==> config.mk <==
export PLATFORM = sky130hd
export DESIGN_NAME = move_validator
export DESIGN_NICKNAME = d
export VERILOG_FILES = /design/src/rtl/chess_pkg.sv /design/src/rtl/move_geometry.sv /design/src/rtl/move_validator.sv
export SDC_FILE = /design/constraint.sdc
export NUM_CORES = 2
export LEC_CHECK = 0
export BUFFER_PORTS_ARGS = -buffer_cell sky130_fd_sc_hd__buf_2
export CORE_MARGIN = 2
export CORE_UTILIZATION = 59
export DETAILED_ROUTE_END_ITERATION = 8
export GPL_TIMING_DRIVEN = 0
export MAX_ROUTING_LAYER = met4
export PLACE_DENSITY = 0.84
export REMOVE_ABC_BUFFERS = 1
export SETUP_SLACK_MARGIN = 0.05
export SYNTH_ARGS = -nofsm -noshare
export SYNTH_HDL_FRONTEND = slang
export SYNTH_SLANG_ARGS = --single-unit
==> constraint.sdc <==
create_clock -name CLOCK_50 -period 6.6 [get_ports CLOCK_50]
set_input_delay 0.66 -clock CLOCK_50 [delete_from_list [all_inputs] [get_ports CLOCK_50]]
set_output_delay 0.66 -clock CLOCK_50 [all_outputs]
set_load 0.1 [all_outputs]
==> src/rtl/chess_pkg.sv <==
// Shared definitions for the chess move validator.
//   piece_e      : 4-bit piece codes (white 0-5, black 6-11, 15 = empty, 12-14 illegal)
//   piece_type_e : colour-independent piece kind
//   reject_e     : result code reported with each move
//   state_e      : validator FSM states
// Helpers classify a piece code by colour and kind.
package chess_pkg;

  typedef enum logic [3:0] {
    PcWRook   = 4'd0,
    PcWKnight = 4'd1,
    PcWBishop = 4'd2,
    PcWQueen  = 4'd3,
    PcWKing   = 4'd4,
    PcWPawn   = 4'd5,
    PcBRook   = 4'd6,
    PcBKnight = 4'd7,
    PcBBishop = 4'd8,
    PcBQueen  = 4'd9,
    PcBKing   = 4'd10,
    PcBPawn   = 4'd11,
    PcEmpty   = 4'd15
  } piece_e;

  typedef enum logic [2:0] {
    PtRook,
    PtKnight,
    PtBishop,
    PtQueen,
    PtKing,
    PtPawn,
    PtNone,
    PtIllegal
  } piece_type_e;

  typedef enum logic [2:0] {
    RjOk        = 3'd0,
    RjGeom      = 3'd1,
    RjBlocked   = 3'd2,
    RjOwnTarget = 3'd3,
    RjNull      = 3'd4,
    RjSide      = 3'd5
  } reject_e;

  typedef enum logic [1:0] {
    StIdle,
    StDecode,
    StScan,
    StResolve
  } state_e;

  localparam int unsigned NumPieceKinds = 6;

  // Codes 0-11 are real pieces; everything else is empty or illegal.
  function automatic logic piece_is_real(input int unsigned code);
    return code <= 32'(PcBPawn);
  endfunction

  function automatic logic piece_is_black(input int unsigned code);
    return (code >= 32'(PcBRook)) && (code <= 32'(PcBPawn));
  endfunction

  function automatic piece_type_e piece_type(input int unsigned code);
    if (code == 32'(PcEmpty)) begin
      return PtNone;
    end
    if (!piece_is_real(code)) begin
      return PtIllegal;
    end
    return piece_type_e'(3'(code % NumPieceKinds));
  endfunction

  function automatic logic [3:0] queen_of(input logic black);
    return black ? PcBQueen : PcWQueen;
  endfunction

endpackage

==> src/rtl/move_geometry.sv <==
// Combinational move classifier.
//   piece_i      : source piece code
//   side_i       : mover colour (0 white, 1 black)
//   dx_i, dy_i   : signed deltas new - old
//   old_y_i      : source row (pawn double-step start row check)
//   target_i     : piece code on the destination square
//   reject_o     : reject code, priority-encoded
//   needs_scan_o : accepted so far but intermediate squares must be checked
//   step_x_o/y_o : per-axis unit step towards the target (-1, 0, +1)
module move_geometry
  import chess_pkg::*;
#(
  parameter int unsigned BOARD_N = 8,
  parameter int unsigned PIECE_W = 4,
  localparam int unsigned CW = $clog2(BOARD_N)
) (
  input  logic [PIECE_W-1:0] piece_i,
  input  logic               side_i,
  input  logic signed [CW:0] dx_i,
  input  logic signed [CW:0] dy_i,
  input  logic [CW-1:0]      old_y_i,
  input  logic [PIECE_W-1:0] target_i,
  output reject_e            reject_o,
  output logic               needs_scan_o,
  output logic signed [1:0]  step_x_o,
  output logic signed [1:0]  step_y_o
);

  piece_type_e       ptype;
  logic              src_black;
  logic              tgt_empty;
  logic              tgt_real;
  logic              tgt_black;
  logic              tgt_own;
  logic              tgt_enemy;
  logic              null_move;
  logic [CW:0]       adx;
  logic [CW:0]       ady;
  logic [CW:0]       amax;
  logic signed [CW:0] fwd1;
  logic signed [CW:0] fwd2;
  logic              on_start_row;
  logic              geom_ok;
  logic              sliding;

  assign ptype     = piece_type(32'(piece_i));
  assign src_black = piece_is_black(32'(piece_i));
  assign tgt_empty = (target_i == PIECE_W'(PcEmpty));
  assign tgt_real  = piece_is_real(32'(target_i));
  assign tgt_black = piece_is_black(32'(target_i));
  assign tgt_own   = tgt_real && (tgt_black == side_i);
  assign tgt_enemy = tgt_real && (tgt_black != side_i);
  assign null_move = (dx_i == '0) && (dy_i == '0);

  assign adx  = dx_i[CW] ? unsigned'(-dx_i) : unsigned'(dx_i);
  assign ady  = dy_i[CW] ? unsigned'(-dy_i) : unsigned'(dy_i);
  assign amax = (adx > ady) ? adx : ady;

  // White advances towards row 0, black towards row BOARD_N-1.
  assign fwd1 = side_i ? $signed({{CW{1'b0}}, 1'b1}) : $signed({(CW + 1){1'b1}});
  assign fwd2 = fwd1 <<< 1;
  assign on_start_row = side_i ? (old_y_i == CW'(1)) : (old_y_i == CW'(BOARD_N - 2));

  always_comb begin
    geom_ok = 1'b0;
    sliding = 1'b0;
    case (ptype)
      PtRook: begin
        geom_ok = (adx == '0) != (ady == '0);
        sliding = 1'b1;
      end
      PtBishop: begin
        geom_ok = (adx == ady);
        sliding = 1'b1;
      end
      PtQueen: begin
        geom_ok = ((adx == '0) != (ady == '0)) || (adx == ady);
        sliding = 1'b1;
      end
      PtKnight: begin
        geom_ok = ((adx == (CW + 1)'(1)) && (ady == (CW + 1)'(2))) ||
                  ((adx == (CW + 1)'(2)) && (ady == (CW + 1)'(1)));
      end
      PtKing: begin
        geom_ok = (amax == (CW + 1)'(1));
      end
      PtPawn: begin
        if ((dx_i == '0) && (dy_i == fwd1) && tgt_empty) begin
          geom_ok = 1'b1;
        end else if ((dx_i == '0) && (dy_i == fwd2) && on_start_row && tgt_empty) begin
          // Double step has one intermediate square to check.
          geom_ok = 1'b1;
          sliding = 1'b1;
        end else if ((adx == (CW + 1)'(1)) && (dy_i == fwd1) && tgt_enemy) begin
          geom_ok = 1'b1;
        end
      end
      default: begin
        geom_ok = 1'b0;
      end
    endcase
  end

  always_comb begin
    reject_o     = RjOk;
    needs_scan_o = 1'b0;
    if (null_move || (ptype == PtNone)) begin
      reject_o = RjNull;
    end else if (src_black != side_i) begin
      reject_o = RjSide;
    end else if (tgt_own) begin
      reject_o = RjOwnTarget;
    end else if (!geom_ok) begin
      reject_o = RjGeom;
    end else begin
      needs_scan_o = sliding && (amax > (CW + 1)'(1));
    end
  end

  assign step_x_o = (dx_i == '0) ? 2'sd0 : (dx_i[CW] ? -2'sd1 : 2'sd1);
  assign step_y_o = (dy_i == '0) ? 2'sd0 : (dy_i[CW] ? -2'sd1 : 2'sd1);

endmodule

==> src/rtl/move_validator.sv <==
// Chess move validator: snapshots a board and a move on a start/ready handshake, classifies
// the move for any piece of either colour, scans sliding paths one square per clock and
// returns the resulting board with a valid flag and reject code.
//   CLOCK_50      : clock, rising edge
//   reset         : synchronous active-high reset
//   start/ready   : request handshake; inputs sampled when start && ready
//   side          : mover colour (0 white, 1 black)
//   old_*, new_*  : source and destination coordinates
//   board_in      : live board [y][x]
//   board_out     : result board [y][x], held until the next result
//   board_valid   : last move accepted
//   reject_code   : reason for the last result
//   done          : one-cycle pulse when a result is registered
// Build option: define PROMOTION_EN to turn a pawn reaching the far rank into a queen.
module move_validator
  import chess_pkg::*;
#(
  parameter int unsigned BOARD_N = 8,
  parameter int unsigned PIECE_W = 4,
  localparam int unsigned CW = $clog2(BOARD_N)
) (
  input  logic               CLOCK_50,
  input  logic               reset,
  input  logic               start,
  output logic               ready,
  input  logic               side,
  input  logic [CW-1:0]      old_x,
  input  logic [CW-1:0]      old_y,
  input  logic [CW-1:0]      new_x,
  input  logic [CW-1:0]      new_y,
  input  logic [PIECE_W-1:0] board_in  [BOARD_N][BOARD_N],
  output logic [PIECE_W-1:0] board_out [BOARD_N][BOARD_N],
  output logic               board_valid,
  output logic [2:0]         reject_code,
  output logic               done
);

  typedef logic [PIECE_W-1:0] sq_t;

  state_e            state_q, state_d;
  sq_t               board_q     [BOARD_N][BOARD_N];
  sq_t               board_d     [BOARD_N][BOARD_N];
  sq_t               board_out_q [BOARD_N][BOARD_N];
  sq_t               board_out_d [BOARD_N][BOARD_N];
  logic              side_q, side_d;
  logic [CW-1:0]     ox_q, ox_d, oy_q, oy_d, nx_q, nx_d, ny_q, ny_d;
  logic [CW-1:0]     ptr_x_q, ptr_x_d, ptr_y_q, ptr_y_d;
  logic signed [1:0] step_x_q, step_x_d, step_y_q, step_y_d;
  reject_e           rej_q, rej_d;
  reject_e           code_q, code_d;
  logic              valid_q, valid_d;
  logic              done_q, done_d;

  // Geometry is evaluated on the snapshot; only its DECODE-cycle result is used.
  logic signed [CW:0] dx, dy;
  reject_e            geo_reject;
  logic               geo_needs_scan;
  logic signed [1:0]  geo_step_x, geo_step_y;
  sq_t                src_piece;
  sq_t                tgt_piece;
  sq_t                move_piece;
  logic [CW-1:0]      nxt_x, nxt_y;
  logic               scan_blocked;
  logic               scan_last;

  function automatic logic [CW-1:0] step_coord(input logic [CW-1:0] c,
                                               input logic signed [1:0] s);
    logic [CW:0] sum;
    sum = {1'b0, c} + {{(CW - 1){s[1]}}, s};
    return sum[CW-1:0];
  endfunction

  assign dx        = $signed({1'b0, nx_q}) - $signed({1'b0, ox_q});
  assign dy        = $signed({1'b0, ny_q}) - $signed({1'b0, oy_q});
  assign src_piece = board_q[oy_q][ox_q];
  assign tgt_piece = board_q[ny_q][nx_q];

  move_geometry #(
    .BOARD_N (BOARD_N),
    .PIECE_W (PIECE_W)
  ) u_geometry (
    .piece_i      (src_piece),
    .side_i       (side_q),
    .dx_i         (dx),
    .dy_i         (dy),
    .old_y_i      (oy_q),
    .target_i     (tgt_piece),
    .reject_o     (geo_reject),
    .needs_scan_o (geo_needs_scan),
    .step_x_o     (geo_step_x),
    .step_y_o     (geo_step_y)
  );

`ifdef PROMOTION_EN
  logic [CW-1:0] far_row;
  assign far_row    = side_q ? CW'(BOARD_N - 1) : '0;
  assign move_piece = ((piece_type(32'(src_piece)) == PtPawn) && (ny_q == far_row)) ?
                      PIECE_W'(queen_of(side_q)) : src_piece;
`else
  assign move_piece = src_piece;
`endif

  // The scan stops one square short of the target, so the pointer never wraps.
  assign nxt_x        = step_coord(ptr_x_q, step_x_q);
  assign nxt_y        = step_coord(ptr_y_q, step_y_q);
  assign scan_blocked = (board_q[ptr_y_q][ptr_x_q] != PIECE_W'(PcEmpty));
  assign scan_last    = (nxt_x == nx_q) && (nxt_y == ny_q);

  always_comb begin
    state_d     = state_q;
    board_d     = board_q;
    board_out_d = board_out_q;
    side_d      = side_q;
    ox_d        = ox_q;
    oy_d        = oy_q;
    nx_d        = nx_q;
    ny_d        = ny_q;
    ptr_x_d     = ptr_x_q;
    ptr_y_d     = ptr_y_q;
    step_x_d    = step_x_q;
    step_y_d    = step_y_q;
    rej_d       = rej_q;
    code_d      = code_q;
    valid_d     = valid_q;
    done_d      = 1'b0;

    unique case (state_q)
      StIdle: begin
        if (start) begin
          board_d = board_in;
          side_d  = side;
          ox_d    = old_x;
          oy_d    = old_y;
          nx_d    = new_x;
          ny_d    = new_y;
          state_d = StDecode;
        end
      end
      StDecode: begin
        rej_d    = geo_reject;
        step_x_d = geo_step_x;
        step_y_d = geo_step_y;
        ptr_x_d  = step_coord(ox_q, geo_step_x);
        ptr_y_d  = step_coord(oy_q, geo_step_y);
        if ((geo_reject == RjOk) && geo_needs_scan) begin
          state_d = StScan;
        end else begin
          state_d = StResolve;
        end
      end
      StScan: begin
        if (scan_blocked) begin
          rej_d   = RjBlocked;
          state_d = StResolve;
        end else if (scan_last) begin
          state_d = StResolve;
        end else begin
          ptr_x_d = nxt_x;
          ptr_y_d = nxt_y;
        end
      end
      StResolve: begin
        board_out_d = board_q;
        if (rej_q == RjOk) begin
          board_out_d[ny_q][nx_q] = move_piece;
          board_out_d[oy_q][ox_q] = PIECE_W'(PcEmpty);
        end
        valid_d = (rej_q == RjOk);
        code_d  = rej_q;
        done_d  = 1'b1;
        state_d = StIdle;
      end
      default: begin
        state_d = StIdle;
      end
    endcase
  end

  always_ff @(posedge CLOCK_50) begin
    if (reset) begin
      state_q <= StIdle;
      for (int unsigned y = 0; y < BOARD_N; y++) begin
        for (int unsigned x = 0; x < BOARD_N; x++) begin
          board_q[y][x]     <= PIECE_W'(PcEmpty);
          board_out_q[y][x] <= PIECE_W'(PcEmpty);
        end
      end
      side_q   <= 1'b0;
      ox_q     <= '0;
      oy_q     <= '0;
      nx_q     <= '0;
      ny_q     <= '0;
      ptr_x_q  <= '0;
      ptr_y_q  <= '0;
      step_x_q <= '0;
      step_y_q <= '0;
      rej_q    <= RjOk;
      code_q   <= RjOk;
      valid_q  <= 1'b0;
      done_q   <= 1'b0;
    end else begin
      state_q     <= state_d;
      board_q     <= board_d;
      board_out_q <= board_out_d;
      side_q      <= side_d;
      ox_q        <= ox_d;
      oy_q        <= oy_d;
      nx_q        <= nx_d;
      ny_q        <= ny_d;
      ptr_x_q     <= ptr_x_d;
      ptr_y_q     <= ptr_y_d;
      step_x_q    <= step_x_d;
      step_y_q    <= step_y_d;
      rej_q       <= rej_d;
      code_q      <= code_d;
      valid_q     <= valid_d;
      done_q      <= done_d;
    end
  end

  assign ready       = (state_q == StIdle);
  assign done        = done_q;
  assign board_valid = valid_q;
  assign reject_code = code_q;
  assign board_out   = board_out_q;

endmodule

==> metrics <==
status=finished, violations left; failing checks=DRC, capacitance limit, slew limit; drt first pass iters=9; root buffer cell=clkbuf_16; VDD IR max=0.281 mV; DR vias/cell=7.16; initial drt markers=6,473; EDFF count, synth=0; number of remaining DRC errors=32; H-tree Lvls=2; Worst Path Arrival=approximately 6500 ps; starting density of the core=59.7%; leak pwr=13.8 nW; final hold vios=0; post-DR wirelength/cell=29.2 um; CTS max path bufs=3; FF+latch count, synth=545; Fin Setup TNS=0 ps; Crit path top cell by count=inv_1; Slew Limit Fails=48; RSZ-0062 raised after global routing=no; share of post-route cells with drive strength above 1=19.2%; GPL Wtd Cong=between 1 and 1.5; hold_buf cts=0; commonest non-fill, non-tap cell in the layout=nand2_1; pre-CTS setup slack=871 ps; reg2reg end=rej_q[0]$_SDFFE_PP0P_; post-route ant nets=0; R2R setup slack=540 ps; hpwl dp=~100,000 um; fin nets=4,391; Logic pwr share=a little over half; floorplan row count=between 80 and 90; worst skew pair latency=630 ps; initial antenna violation count=5; core area=0.0488 sq mm; max-cap viol count=3; final worst slack=between 500 and 600 ps; Netlist cell types=77; Reg power frac=around 30%; commonest cells after routing, fill and taps aside=nand2_1, dfxtp_1, buf_2; YS warnings=0; Hold Crit Depth=3; vias in the first global route=31,000; final setup fails=0; Area Growth Syn to Fin=16.9%; CP peak stage delay=860 ps; CTS Buf Count=53; CTS resizes=0; syn avg cell area=7.70 sq um; WHS Endpoint=board_q[88]$_SDFFE_PP1P_; fmax=between 150 and 200 MHz; Pint=8.42 mW; Syn Inst Count=3,790; CTS tree=built; CP Max Fanout=50; Post-CTS Setup Bufs=0; via count=34,400; Post-Route Skew=30.2 ps; Slew @ Worst Pin=1650 ps; Chip Width=226 um; die height=around 230 um; Worst-path clk slew=approximately 70 ps; total net switching power=9.73 mW; worst setup path category=flop to flop; r2r worst-path depth=18; Total GRT Usage=54.1%; Final Cycle Share=91.8%; Die Area=0.0513 sq mm; CP Capture Type=flop; power density over the cells=532 mW/mm^2; worst hold-check path type=input port to flop; cell area after synthesis=roughly 0.03 sq mm; CP cell instances=buf_16, inv_1, fa_1, inv_1, ha_1, mux2i_1, inv_1, ha_1, nor2b_1, o21a_1, o21a_1, o21ai_0, nand4_1, o31a_1, nor4_1, a311oi_1, o41ai_1, a21oi_1; Max-slew headroom=-10.3%; CP required=7060 ps; io pins=~530; min cycle time layout=6060 ps; asr flop ratio synth=0%; routed wire length=140,000 um; hold path startpoint=board_in[88]; worst r2r src=ny_q[1]$_SDFFE_PP0P_; CTS Sinks=545; PortBufs=533; sequential fraction of the synthesis area=37.4%; Synth Flop Type=dfxtp_1; Remaining Overflow, GRT=0; clock power share=16.8%; pin count of the biggest net entering global routing=179; sw frac=53.6%; crit path launch type=flop; first-pass GRT wire length=roughly 200,000 um; Worst path slowest cell=fa_1
## registers in the layout, summed over array words and instances (netlist names), 2 cells and up
| signal | flops |
|---|---|
| board_out | 256 |
| board_q | 256 |
| nx_q | 3 |
| ny_q | 3 |
| ox_q | 3 |
| oy_q | 3 |
| ptr_x_q | 3 |
| ptr_y_q | 3 |
| rej_q | 3 |
| reject_code | 3 |
| state_q | 2 |
| step_x_q | 2 |
| step_y_q | 2 |
## power by group through the flow
stage | sequential [mW] | combinational [mW] | clock (mW)
2_1_floorplan | 6.56 | 4.73 | 0
3_3_place_gp | 5.41 | 9.36 | 0
3_5_place_dp | 5.31 | 9.19 | 0
4_1_cts | 5.24 | 9.25 | 3.01
5_1_grt | 5.37 | 9.95 | 3.14
6_report | 5.37 | 9.71 | 3.06
## stage by stage
step / total power [mW] / hold slack (ps) / instance area, sq um / instances / util (%)
finish: 18.1 / 234 / 34100 / 4800 / 69.9
global route: 18.5 / 259 / 34100 / 4799 / 69.9
CTS: 17.5 / 237 / 34100 / 4793 / 69.8
detailed placement: 14.5 / 451 / 32400 / 4699 / 66.4
global placement: 14.8 / 446 / 31200 / 4643 / 63.9
floorplan: 11.3 / 448 / 27700 / 3446 / -
## cell usage after synthesis, drive strengths merged (5+ instances only)
master | instances | area share (%)
nor2b | 20 | 0.43
clkbuf | 253 | 3.3
o32ai | 8 | 0.24
a311oi | 5 | 0.15
nor3b | 5 | 0.13
a22oi | 44 | 1.1
a211oi | 51 | 1.3
mux2 | 28 | 1.1
nand4 | 82 | 1.8
nor4 | 12 | 0.28
inv | 33 | 0.42
nor3 | 43 | 0.74
xnor2 | 16 | 0.48
buf | 91 | 1.8
o221ai | 133 | 4.0
mux2i | 128 | 4.4
nor2 | 221 | 2.8
a22o | 21 | 0.63
a221o | 11 | 0.38
nand2 | 925 | 12
nand2b | 8 | 0.17
o2bb2ai | 6 | 0.18
fa | 6 | 0.41
a211o | 36 | 1.1
nand3b | 31 | 0.80
and2 | 13 | 0.28
or3b | 6 | 0.18
a31oi | 12 | 0.26
nand3 | 470 | 8.1
o22ai | 30 | 0.64
xor2 | 6 | 0.18
mux4 | 34 | 2.6
dfxtp | 545 | 37
o211ai | 37 | 0.95
a221oi | 48 | 1.4
or3 | 7 | 0.15
ha | 22 | 0.94
o21ai | 69 | 1.2
o311ai | 15 | 0.45
and3 | 7 | 0.15
a21oi | 198 | 3.4
a222oi | 6 | 0.21
## area by class of cell
class                   instances  area, sq um
flip-flops and latches        545        10900
inverters                      33          139
fillers                      4040        14700
clock inverters                18          194
diodes                          6         15.0
multi-input cells            2868        16800
clock buffers                  76         1490
repair buffers                590         3710
well taps                     664          831
## layer usage
layer | vias to the layer above | GRT usage (%) | part of all wire, %
met5 | - | - | 0
met2 | 3252 | 75.4 | 41
met1 | 15900 | 67.0 | 35
li1 | 14300 | - | -
met4 | 0 | 35.0 | 8.3
met3 | 849 | 17.5 | 16
## critical path: cells and delay by family, from the launching register on
kind                     cells  cell delay [ps]
AO/OA/AOI/OAI                7             1570
adder cells (fa/ha/maj)      3             1430
buffers and inverters        4             1150
flip-flops                   1              800
multiplexers                 1              260
AND/OR/NAND/NOR              3              580
## worst max-delay path by stage
stage / start / slack [ps] / depth (start not counted) / endpoint
6_report: ny_q[1]$_SDFFE_PP0P_ / 540 / 18 / rej_q[0]$_SDFFE_PP0P_
5_1_grt: ny_q[1]$_SDFFE_PP0P_ / 500 / 18 / rej_q[0]$_SDFFE_PP0P_
4_1_cts: ny_q[1]$_SDFFE_PP0P_ / 850 / 18 / rej_q[0]$_SDFFE_PP0P_
3_5_place_dp: ny_q[1]$_SDFFE_PP0P_ / 870 / 18 / rej_q[0]$_SDFFE_PP0P_
3_3_place_gp: state_q[1]$_SDFFE_PP0P_ / -16160 / 5 / board_out[49]$_SDFFE_PP1P_
2_1_floorplan: state_q[1]$_SDFFE_PP0P_ / -5760 / 5 / board_out[37]$_SDFFE_PP1P_
## cells by family (layout without fill, tap and decap cells)
family	count (synthesis)	in the layout	synth area share (%)
AO/OA/AOI/OAI	768	768	18.9
XOR/XNOR	22	22	0.660
AND/OR/NAND/NOR	1860	1860	28.1
adder cells (fa/ha/maj)	28	28	1.35
buffers and inverters	377	717	5.50
multiplexers	190	190	8.09
other	0	6	0
flip-flops	545	545	37.4
Power figures use the tool's default switching activity.
